$ cat config.mk
export PLATFORM = sky130hd
export DESIGN_NAME = rc5_block_cipher
export DESIGN_NICKNAME = d
export VERILOG_FILES = /design/src/rtl/rc5_pkg.sv /design/src/rtl/rc5_round_alu.sv /design/src/rtl/rc5_block_cipher.sv
export SDC_FILE = /design/constraint.sdc
export NUM_CORES = 1
export LEC_CHECK = 0
export BUFFER_PORTS_ARGS = -buffer_cell sky130_fd_sc_hd__buf_2
export CAP_MARGIN = 30
export CELL_PAD_IN_SITES_DETAIL_PLACEMENT = 1
export CELL_PAD_IN_SITES_GLOBAL_PLACEMENT = 1
export CORE_MARGIN = 3
export CORE_UTILIZATION = 44
export CTS_BUF_LIST = sky130_fd_sc_hd__clkbuf_16
export DETAILED_ROUTE_END_ITERATION = 12
export PLACE_DENSITY = 0.8
export SLEW_MARGIN = 20
export SYNTH_ARGS = -nofsm -noshare
export SYNTH_HDL_FRONTEND = slang
export SYNTH_SLANG_ARGS = --single-unit
$ cat constraint.sdc
create_clock -name clk -period 7 [get_ports clk]
set_clock_uncertainty 0.05 [all_clocks]
set_input_delay 2.1 -clock clk [delete_from_list [all_inputs] [get_ports clk]]
set_output_delay 2.1 -clock clk [all_outputs]
set_load 0.01 [all_outputs]
$ cat src/rtl/rc5_pkg.sv
// rtl/rc5_pkg.sv - RC5 shared types: FSM encoding, ALU modes, table sizing, rotate helpers
package rc5_pkg;

    localparam logic [1:0] ST_IDLE = 2'd0;
    localparam logic [1:0] ST_RUN  = 2'd1;
    localparam logic [1:0] ST_DONE = 2'd2;

    // Widest word the rotate helpers handle; callers cast the result back to W.
    localparam int RC5_MAX_W = 64;

    typedef enum logic [1:0] {
        ALU_ENC_ADD   = 2'd0,
        ALU_ENC_ROUND = 2'd1,
        ALU_DEC_SUB   = 2'd2,
        ALU_DEC_ROUND = 2'd3
    } alu_mode_e;

    function automatic int rc5_t(input int r);
        return 2 * (r + 1);
    endfunction

    function automatic logic [RC5_MAX_W-1:0] width_mask(input int width);
        logic [RC5_MAX_W-1:0] mask;
        mask = '1;
        if (width < RC5_MAX_W)
            mask = mask >> (RC5_MAX_W - width);
        return mask;
    endfunction

    function automatic logic [RC5_MAX_W-1:0] rotl(input logic [RC5_MAX_W-1:0] word,
                                                  input int width, input int amount);
        logic [RC5_MAX_W-1:0] mask;
        logic [RC5_MAX_W-1:0] w;
        mask = width_mask(width);
        w    = word & mask;
        return ((w << amount) | (w >> (width - amount))) & mask;
    endfunction

    function automatic logic [RC5_MAX_W-1:0] rotr(input logic [RC5_MAX_W-1:0] word,
                                                  input int width, input int amount);
        logic [RC5_MAX_W-1:0] mask;
        logic [RC5_MAX_W-1:0] w;
        mask = width_mask(width);
        w    = word & mask;
        return ((w >> amount) | (w << (width - amount))) & mask;
    endfunction

endpackage

$ cat src/rtl/rc5_round_alu.sv
// rtl/rc5_round_alu.sv - RC5 half-round datapath; decrypt modes only with RC5_DECRYPT_EN
module rc5_round_alu
    import rc5_pkg::*;
#(
    parameter int W = 32
) (
    input  logic [W-1:0] x,
    input  logic [W-1:0] y,
    input  logic [W-1:0] s,
    input  alu_mode_e    mode,
    output logic [W-1:0] result
);

    localparam int W_BITS = $clog2(W);

    logic [W_BITS-1:0] amt;
    assign amt = y[W_BITS-1:0];

    always_comb begin
        result = x + s;
        case (mode)
            ALU_ENC_ROUND: result = W'(rotl(RC5_MAX_W'(x ^ y), W, 32'(amt))) + s;
`ifdef RC5_DECRYPT_EN
            ALU_DEC_SUB:   result = x - s;
            ALU_DEC_ROUND: result = W'(rotr(RC5_MAX_W'(x - s), W, 32'(amt))) ^ y;
`endif
            default:       result = x + s;
        endcase
    end

endmodule

$ cat src/rtl/rc5_block_cipher.sv
// rtl/rc5_block_cipher.sv - RC5-W/R block engine reading S through S_RAM port B; RC5_DECRYPT_EN adds decrypt
module rc5_block_cipher
    import rc5_pkg::*;
#(
    parameter int W = 32,
    parameter int R = 12
) (
    input  logic                           clk,
    input  logic                           rst,
    input  logic                           iKeyReady,
    input  logic                           iStart,
    input  logic [W-1:0]                   iA,
    input  logic [W-1:0]                   iB,
`ifdef RC5_DECRYPT_EN
    input  logic                           iDecrypt,
`endif
    input  logic [W-1:0]                   iS_sub_i,
    output logic [$clog2(rc5_t(R))-1:0]    oS_address,
    output logic [W-1:0]                   oA,
    output logic [W-1:0]                   oB,
    output logic                           oBusy,
    output logic                           oValid
);

    localparam int T        = rc5_t(R);
    localparam int T_LENGTH = $clog2(T);
    localparam int K_W      = $clog2(T + 1);
    localparam logic [K_W-1:0] K_LAST = K_W'(T);

    logic [1:0]          state;
    logic [W-1:0]        a;
    logic [W-1:0]        b;
    logic [K_W-1:0]      k;
    logic                update_a;
    logic                first_step;
    alu_mode_e           alu_mode;
    logic [W-1:0]        alu_x;
    logic [W-1:0]        alu_y;
    logic [W-1:0]        alu_out;
    logic [W-1:0]        a_next;
    logic [W-1:0]        b_next;
    logic [T_LENGTH-1:0] next_addr;
    logic [T_LENGTH-1:0] first_addr;

`ifdef RC5_DECRYPT_EN
    logic dec;
    assign first_addr = iDecrypt ? T_LENGTH'(T - 1) : '0;
`else
    localparam logic dec = 1'b0;
    assign first_addr = '0;
`endif

    // T is even, so k parity alone picks the half: encrypt updates A on odd k, decrypt on even k.
    always_comb begin
        update_a   = k[0] ^ dec;
        first_step = dec ? (k >= K_LAST - K_W'(1)) : (k <= K_W'(2));
        if (dec)
            alu_mode = first_step ? ALU_DEC_SUB : ALU_DEC_ROUND;
        else
            alu_mode = first_step ? ALU_ENC_ADD : ALU_ENC_ROUND;
        alu_x  = update_a ? a : b;
        alu_y  = update_a ? b : a;
        a_next = update_a ? alu_out : a;
        b_next = update_a ? b : alu_out;
`ifdef RC5_DECRYPT_EN
        next_addr = dec ? T_LENGTH'(T - 1) - T_LENGTH'(k) : T_LENGTH'(k);
`else
        next_addr = T_LENGTH'(k);
`endif
    end

    rc5_round_alu #(.W(W)) u_alu (
        .x      (alu_x),
        .y      (alu_y),
        .s      (iS_sub_i),
        .mode   (alu_mode),
        .result (alu_out)
    );

    always_ff @(posedge clk or negedge rst) begin
        if (!rst) begin
            state      <= ST_IDLE;
            a          <= '0;
            b          <= '0;
            k          <= '0;
            oS_address <= '0;
            oA         <= '0;
            oB         <= '0;
            oBusy      <= 1'b0;
            oValid     <= 1'b0;
`ifdef RC5_DECRYPT_EN
            dec        <= 1'b0;
`endif
        end else begin
            oValid <= 1'b0;
            case (state)
                ST_IDLE: begin
                    if (iStart && iKeyReady) begin
                        a          <= iA;
                        b          <= iB;
                        k          <= K_W'(1);
                        oS_address <= first_addr;
                        oBusy      <= 1'b1;
                        state      <= ST_RUN;
`ifdef RC5_DECRYPT_EN
                        dec        <= iDecrypt;
`endif
                    end
                end
                ST_RUN: begin
                    // Losing the key mid-block means the S table is being rewritten: drop the block.
                    if (!iKeyReady) begin
                        oBusy <= 1'b0;
                        state <= ST_IDLE;
                    end else begin
                        a <= a_next;
                        b <= b_next;
                        if (k == K_LAST) begin
                            oA     <= a_next;
                            oB     <= b_next;
                            oValid <= 1'b1;
                            oBusy  <= 1'b0;
                            state  <= ST_DONE;
                        end else begin
                            k          <= k + K_W'(1);
                            oS_address <= next_addr;
                        end
                    end
                end
                ST_DONE: state <= ST_IDLE;
                default: state <= ST_IDLE;
            endcase
        end
    end

endmodule

==> metrics.yaml, run 1 <==
clkTransAtPathRegs_ps: 70
synth.avg_cell_area_sq_um: 8.15
crit_chain: "buf_4 > inv_1 > a21boi_1 > nand3_1 > xnor2_2 > buf_4 > nand3_1 > nor2_1 > a2111oi_1 > buf_4 > a21oi_1 > ha_1 > a21o_1 > a21o_1 > a311oi_1 > buf_4 > o211ai_1 > buf_4 > a21oi_1 > o21ai_0 > xnor2_1 > mux2i_1 > o21ai_0"
core_area_sq_mm: 0.0272
cts.hold.buffers_added: 0
synth.distinct_cells: 75
grt_overflow: 0
totalNegativeSetupSlack_ps: 0
ios: 171
grt_pass1_vias: 13275
cts_tree: "built"
cpPeakStageDelay_ps: 670
status: "finished clean"
antenna_found_initial: 1
wl_per_cell_um: 27.8
start_util: 0.451
grtUsageTotal: 0.366
cp.arrival_ps: 6990
vias_per_cell: 6.49
worstPathRequired_ps: 7290
port-buffer-count: 170
final_common_cell: "nand2_1"
holdWs_ps: 432
critPathKind: "register to register"
dp_slack_ps: 230
critical_path.endpoint_type: "register"
grt_max_degree: 107
root_buffer: "clkbuf_16"
final_util: 0.523
die_height_um: 173
clk_path_buf_depth: 2
cap_violations: 0
cp_max_fo: 25
drtAntennaViolNets: 0
async_flop_share: 1.00
holdCritPathClass: "register to register"
drive_gt1_frac: 0.198
final_cell_mix: "nand2_1, buf_2, nor2_1"
ys_warn_count: 0
cp_slowest_cell: "a2111oi_1"
min_period_ps: 6700
synth_area_sq_mm: 0.0123
cts_resized: 0
timing.final.ws_setup_ps: 301
finalHoldViolations: 0
slew_headroom: 0.207
cts_sinks: 142
grt_pass1_wl_um: 85000
synth_ff_type: "dfrtp_1"
dieArea_sq_mm: 0.0299
worst_pin_slew_ps: 1190
post-route-period-util: 0.957
syn_nets: 1638
synth-seq-cells: 142
h-tree-depth: 4
fmax_ghz: 0.149
areaGrowthSynthToFinish_pct: 16.0
dr.first_iter.drc_count: 1415
syn_inst: 1503
numCtsBuffers: 17
dieWidth_um: 173
n_antenna_cell: 0
finalSetupViolations: 0
firstDrtPassIters: 6
post_cts_buffers: 0
start_kind: "register"
critPathMostFrequentCell: "buf_4"
rows: 60
rsz0062_at_grt: "no"
clk_latency_ps: 440
gp_congestion: 0.980
synth-edff-count: 0
dr_total_vias: 13183
ys_seq_area_frac: 0.290
drt-total-wl_um: 56600
route.detailed.drc: 0
slew_viol_final: 0
nets: 1781
dp_hpwl_um: 42800
-- metrics by stage --
step,cells,area (sq um)
detailed placement,1998,13600
global route,2031,14200
floorplan,1503,12300
CTS,2030,14200
global placement,1998,13600
finish,2031,14200
-- worst max-delay path: cells and delay by family, from the launching register on --
family	cells	cell delay (ps)
AND/OR/NAND/NOR	3	580
multiplexers	1	250
AO/OA/AOI/OAI	10	2560
flip-flops	1	620
adder cells (fa/ha/maj)	1	370
XOR/XNOR	2	730
buffers and inverters	6	1440
-- metal layers --
layer	part of all wire	up-vias	track usage
met5	0.00018	-	0
met4	0.035	2	0.130
met3	0.082	105	0.0466
met2	0.46	663	0.581
met1	0.42	6653	0.516
li1	-	5760	-
-- state kept, by name (all words and copies together), names as in the netlist --
register / flops
state: 2
k: 5
oValid: 1
oA: 32
oB: 32
b: 32
oS_address: 5
oBusy: 1
a: 32
-- kinds of logic (layout without fill, tap and decap cells) --
kind of cell	after synthesis	after routing	synth area share
buffers and inverters	125	281	0.0470
muxes	191	191	0.173
and+or+nand+nor	457	457	0.159
DFF	142	142	0.290
AOI/OAI and AO/OA	474	474	0.237
adders and majority gates	35	35	0.0363
xor gates and xnor gates	79	79	0.0577
-- layout make-up --
cell class	count	area (sq um)
clock buffers	17	425
well taps	372	465
multi-input cells	1236	8180
flip-flops and latches	142	3560
inverters	14	61.3
fillers	3334	13000
clock inverters	15	150
repair buffers	235	1380
-- path summary, 6_finish.rpt --
check / from / slack [ps] / depth (start not counted) / to
max: k[0] / 300 / 23 / a[29]
min: oB[10] / 430 / 2 / oB[10]
max reg2reg: k[0] / 300 / 23 / a[29]
min reg2reg: oB[10] / 430 / 2 / oB[10]
max in group asynchronous: rst / 3910 / 2 / b[13]
min in group asynchronous: rst / 1680 / 1 / b[31]
-- synth_stat cells, types with 4 or more instances --
cell type / instances / area share
a211oi_1: 36 / 0.022
o211ai_1: 11 / 0.0067
nand4_1: 6 / 0.0031
a311oi_1: 4 / 0.0029
or2_2: 5 / 0.0026
dfrtp_1: 142 / 0.29
nor3_1: 16 / 0.0065
a21boi_0: 4 / 0.0025
mux2_4: 5 / 0.0061
o21ai_0: 109 / 0.045
buf_4: 7 / 0.0043
a221oi_1: 8 / 0.0057
ha_1: 34 / 0.035
xor2_1: 35 / 0.025
nor2b_1: 10 / 0.0051
o31ai_1: 4 / 0.0025
o22ai_1: 41 / 0.021
nand3_1: 24 / 0.0098
mux2i_1: 152 / 0.12
a21o_1: 25 / 0.015
and2_1: 10 / 0.0051
mux2_2: 22 / 0.020
a22oi_1: 6 / 0.0037
a21oi_1: 155 / 0.063
and3_1: 17 / 0.0087
mux4_2: 12 / 0.022
xnor2_1: 42 / 0.030
buf_6: 5 / 0.0046
buf_1: 10 / 0.0031
or3_1: 6 / 0.0031
inv_1: 11 / 0.0034
buf_2: 21 / 0.0086
clkbuf_1: 67 / 0.021
nor2_1: 167 / 0.051
a31oi_1: 24 / 0.012
o221ai_1: 6 / 0.0043
a2111oi_0: 5 / 0.0036
nand2b_1: 7 / 0.0036
nand2_1: 181 / 0.055
Power of run 1 is not shown: default switching activity piles up to over one toggle a cycle in this logic, so the estimate is an artifact.
==> run 2: changes to the inputs <==
--- a/config.mk
+++ b/config.mk
@@ -13,7 +13,7 @@
 export CORE_UTILIZATION = 44
 export CTS_BUF_LIST = sky130_fd_sc_hd__clkbuf_16
 export DETAILED_ROUTE_END_ITERATION = 12
-export PLACE_DENSITY = 0.8
+export PLACE_DENSITY_LB_ADDON = 0.1
 export SLEW_MARGIN = 20
 export SYNTH_ARGS = -nofsm -noshare
 export SYNTH_HDL_FRONTEND = slang
==> run 2 against run 1 <==
- clock-buffer cell count stayed put
- die area stayed put
- maximum frequency increased by 4.6%
- flip-flop and latch count unchanged
- critical endpoint unchanged
- utilization shrank 0.25 points
- via count decreased by 1.9%
- design area fell by 0.48%
- register-to-register slack improved by 290 ps
- global-route usage shrank 0.77 points
- non-clock buffer count decreased by 11
==> metrics.yaml, run 2 (same netlist as run 1, synthesis figures left out) <==
clk_latency_ps: 440  # about the same
min_period_ps: 6410  # -294 ps
finalHoldViolations: 0  # unchanged
rsz0062_at_grt: "no"
path_buf_inv: 4  # -2
firstDrtPassIters: 5  # -1
final_cell_mix: "nand2_1, buf_2, nor2_1"
cp_slowest_cell: "dfrtp_1"
cap_violations: 0  # unchanged
grtUsageTotal: 0.358  # -0.00773
port-buffer-count: 170  # unchanged
post-route-period-util: 0.915  # -0.0420
vias_per_cell: 6.40  # -1.3%
critPathTopFamily: "compound AO/OA/AOI/OAI gates"
critPathKind: "register to register"
die_height_um: 173  # unchanged
crit_chain: "mux2_2 > inv_4 > buf_4 > nand3_2 > xnor2_2 > buf_4 > nor2_1 > a311oi_1 > a21oi_1 > a221oi_2 > a21oi_1 > ha_1 > a21oi_1 > o21ai_1 > a311oi_1 > o211ai_1 > buf_4 > a21oi_1 > o21ai_0 > xnor2_1 > mux2i_1 > o21ai_0"
rows: 60  # unchanged
cts_tree: "built"
root_buffer: "clkbuf_16"
numCtsBuffers: 17  # unchanged
cts_sinks: 142  # unchanged
finalSetupViolations: 0  # unchanged
fmax_ghz: 0.156  # +4.6%
clkTransAtPathRegs_ps: 70  # about the same
worstPathRequired_ps: 7300  # about the same
critPathMostFrequentCell: "a21oi_1"
dieArea_sq_mm: 0.0299  # unchanged
cp_max_fo: 23  # -8.0%
ios: 171  # unchanged
critical_path.endpoint_type: "register"
nets: 1770  # -0.62%
worst_pin_slew_ps: 959  # -226 ps
gp_congestion: 1.02  # +4.5%
core_area_sq_mm: 0.0272  # unchanged
wl_per_cell_um: 27.2  # -2.4%
grt_pass1_wl_um: 83100  # -2.2%
holdCritPathClass: "register to register"
cpPeakStageDelay_ps: 500  # -170 ps
grt_overflow: 0  # unchanged
reg2reg_setup_slack_ps: 590  # +290 ps
h-tree-depth: 4  # unchanged
multi_input_area_sq_mm: 0.00818  # about the same
slew_headroom: 0.358  # +0.151
dr_total_vias: 12938  # -1.9%
grt_max_degree: 106  # -0.93%
nFillCells: 3347  # +0.39%
drt-total-wl_um: 54900  # -2.9%
dr.first_iter.drc_count: 1346  # -4.9%
dp_hpwl_um: 41600  # -3.0%
drive_gt1_frac: 0.194  # -0.00474
antenna_found_initial: 2  # +1
clk_path_buf_depth: 2  # unchanged
start_util: 0.451  # unchanged
status: "finished clean"
cp.arrival_ps: 6700  # -290 ps
final_common_cell: "nand2_1"
regArea_sq_mm: 0.00356  # unchanged
grt_pass1_vias: 13108  # -1.3%
start_kind: "register"
dieWidth_um: 173  # unchanged
totalNegativeSetupSlack_ps: 0  # unchanged
drtAntennaViolNets: 0  # unchanged
slew_viol_final: 0  # unchanged
n_antenna_cell: 0  # unchanged
route.detailed.drc: 0  # unchanged
post_cts_buffers: 0  # unchanged
areaGrowthSynthToFinish_pct: 15.4
## run 2: cell types whose count changed in the layout (fill, tap and decap cells not counted), sizes merged
cell / change
buf: -11
inv: +3
clkinvlp: -2
bufinv: -1
## run 2: area by class of cell
type	instances	share of cell area
multi-input combinational	1236	0.578
tap	372	0.0329
inverter	14	0.00407
timing repair buffer	224	0.0930
sequential	142	0.251
clock buffer	17	0.0301
clock inverter	15	0.0102
## run 2: path summary, 6_finish.rpt
check	from	to	cells after the start
worst max-delay path	b[0]	a[29]	22
worst min-delay path	oS_address[3]	oS_address[3]	2
worst max register to register	b[0]	a[29]	22
worst min register to register	oS_address[3]	oS_address[3]	2
max in group asynchronous	rst	k[0]	2
min in group asynchronous	rst	a[31]	1
## run 2: metal layers
layer  GRT usage  up-vias  wire length (um)
met4       0.113        4              1880
li1            -     5744                 -
met1       0.504     6496             24000
met3      0.0854      115              4760
met2       0.546      579             24200
met5           0        -                22
## run 2: repair_timing
action,4_1_cts,5_1_grt
setup endpoints to repair,0,38
hold buffers,0,0
gates resized for setup,0,2
## run 2: metrics by stage
step / setup WS (ps) / std cells / utilization / area [sq um] / hold slack, ps
finish: 595 / 2020 / 0.521 / 14100 / 410
detailed placement: 500 / 1986 / 0.497 / 13500 / 403
CTS: 457 / 2018 / 0.518 / 14100 / 418
global placement: 578 / 1986 / 0.497 / 13500 / 396
global route: 48.6 / 2020 / 0.521 / 14100 / 444
floorplan: 1120 / 1503 / - / 12300 / 454
## run 2: worst min-delay path, stage by stage (launching register included)
cell	delay, ps
dfrtp_1	340
nand2_1	50
nand2_1	50
Power of run 2 is left out for the same reason.
==> run 3: changes to the inputs <==
--- a/config.mk
+++ b/config.mk
@@ -9,10 +9,12 @@
 export CAP_MARGIN = 30
 export CELL_PAD_IN_SITES_DETAIL_PLACEMENT = 1
 export CELL_PAD_IN_SITES_GLOBAL_PLACEMENT = 1
+export CORE_ASPECT_RATIO = 1.1
 export CORE_MARGIN = 3
 export CORE_UTILIZATION = 44
 export CTS_BUF_LIST = sky130_fd_sc_hd__clkbuf_16
 export DETAILED_ROUTE_END_ITERATION = 12
+export GPL_ROUTABILITY_DRIVEN = 0
 export PLACE_DENSITY_LB_ADDON = 0.1
 export SLEW_MARGIN = 20
 export SYNTH_ARGS = -nofsm -noshare
==> run 3 against run 2 <==
- non-clock buffer count down 6
- critical path depth down 2
- largest cell class unchanged
- worst setup slack worse by 110 ps
- maximum frequency down 1.8%
- utilization about the same
- clock-buffer cell count unchanged
- flip-flop and latch count unchanged
- sequential share of layout area about the same
- design area about the same
- first-iteration DRC count down 10%
- global-route usage down 1.6 points
==> metrics.yaml, run 3 (same netlist as run 1, synthesis figures left out) <==
status: "finished clean"
post-route-period-util: 0.931  # +0.0163
dr.first_iter.drc_count: 1208  # -10%
grtUsageTotal: 0.343  # -0.0157
grt_pass1_vias: 12943  # -1.3%
final_common_cell: "nand2_1"
worst_pin_slew_ps: 864  # -95.4 ps
die_height_um: 181  # +4.7%
holdCritPathClass: "register to register"
grt_overflow: 0  # unchanged
grt_max_degree: 100  # -5.7%
numCtsBuffers: 17  # unchanged
dieArea_sq_mm: 0.0299  # about the same
drt-total-wl_um: 51700  # -5.8%
clk_path_buf_depth: 2  # unchanged
areaGrowthSynthToFinish_pct: 15.5  # about the same
cp_max_fo: 13  # -43%
antenna_found_initial: 0  # -2
cts_tree: "built"
vias_per_cell: 6.40  # -0.12%
dr_total_vias: 12795  # -1.1%
core_area_sq_mm: 0.0272  # about the same
slew_headroom: 0.424  # +0.0658
firstDrtPassIters: 5  # unchanged
clk_latency_ps: 430  # about the same
rsz0062_at_grt: "no"
dp.cells: 1966  # -1.0%
finalHoldViolations: 0  # unchanged
critical_path.endpoint_type: "register"
nFillCells: 3353  # +0.18%
root_buffer: "clkbuf_16"
dp_hpwl_um: 39500  # -5.1%
finalSetupViolations: 0  # unchanged
ios: 171  # unchanged
dieWidth_um: 165  # -4.5%
start_util: 0.451  # about the same
clkTransAtPathRegs_ps: 60  # about the same
grt_pass1_wl_um: 78300  # -5.8%
route.detailed.drc: 0  # unchanged
cts_sinks: 142  # unchanged
nets: 1764  # -0.34%
slew_viol_final: 0  # unchanged
final_cells: 2000  # -0.99%
start_kind: "register"
port-buffer-count: 170  # unchanged
drive_gt1_frac: 0.189  # -0.00477
cap_violations: 0  # unchanged
final_cell_mix: "nand2_1, buf_2, nor2_1"
fmax_ghz: 0.153  # -1.8%
wl_per_cell_um: 25.9  # -4.8%
worstPathRequired_ps: 7260  # -40 ps
drtAntennaViolNets: 0  # unchanged
cts.hold.buffers_added: 0  # unchanged
h-tree-depth: 4  # unchanged
critPathKind: "register to register"
rows: 63  # +5.0%
totalNegativeSetupSlack_ps: 0  # unchanged
cp.arrival_ps: 6780  # +80 ps
min_period_ps: 6520  # +114 ps
## run 3: cell count changes in the layout (fill, tap and decap cells not counted), moves of 2 or more
cell,previous run,this run
bufinv_16,0,5
clkinv_1,1,3
inv_8,4,0
buf_4,51,44
clkinv_2,1,5
inv_6,7,0
## run 3: worst max-delay path, stage by stage (launching register included)
cell and delay [ps]:
dfrtp_4 510, mux2_4 330, inv_4 210, ha_1 300
inv_1 440, mux2i_1 380, mux2i_2 530, nor2_1 100
a2111oi_1 540, buf_4 210, a21oi_1 40, ha_1 380
nand2_1 90, o21ai_0 420, a21oi_1 240, a21oi_1 420
o2111ai_2 210, a21oi_1 280, xor2_1 190, a2111oi_2 410
nor3_1 100
## run 3: cell type report
class | count | area, sq um | area share
repair buffers | 218 | 1280 | 0.0905
multi-input cells | 1236 | 8180 | 0.578
inverters | 14 | 57.6 | 0.00407
diodes | 1 | 2.50 | 0.000177
clock buffers | 17 | 425 | 0.0301
clock inverters | 15 | 201 | 0.0142
well taps | 357 | 447 | 0.0316
flip-flops and latches | 142 | 3560 | 0.251
## run 3: final timing paths
path,start,slack (ps),to,cells after the start
setup / recovery,k[0],480,a[28],20
hold / removal,oA[5],430,oA[5],2
setup reg to reg,k[0],480,a[28],20
hold reg to reg,oA[5],430,oA[5],2
max in group asynchronous,rst,4130,a[18],3
min in group asynchronous,rst,1440,oA[31],1
## run 3: metal layers
layer | GRT usage | vias to the layer above | part of all wire
li1 | - | 5737 | -
met1 | 0.476 | 6431 | 0.44
met2 | 0.521 | 527 | 0.45
met3 | 0.0729 | 100 | 0.073
met4 | 0.132 | 0 | 0.039
met5 | 0 | - | 0
## run 3: timing repair
| action | in CTS | in global routing |
|---|---|---|
| setup buffers | 0 | 0 |
| setup endpoints to repair | 0 | 3 |
| resized for setup | 0 | 2 |
## run 3: stage by stage
stage	instance area (sq um)	worst slack, ps	utilization	hold WS, ps
finish	14200	481	0.520	427
global route	14200	109	0.520	452
CTS	14100	347	0.519	434
detailed placement	13500	400	0.496	420
global placement	13400	640	0.494	398
floorplan	12300	1120	-	454
Power of run 3 is left out for the same reason.
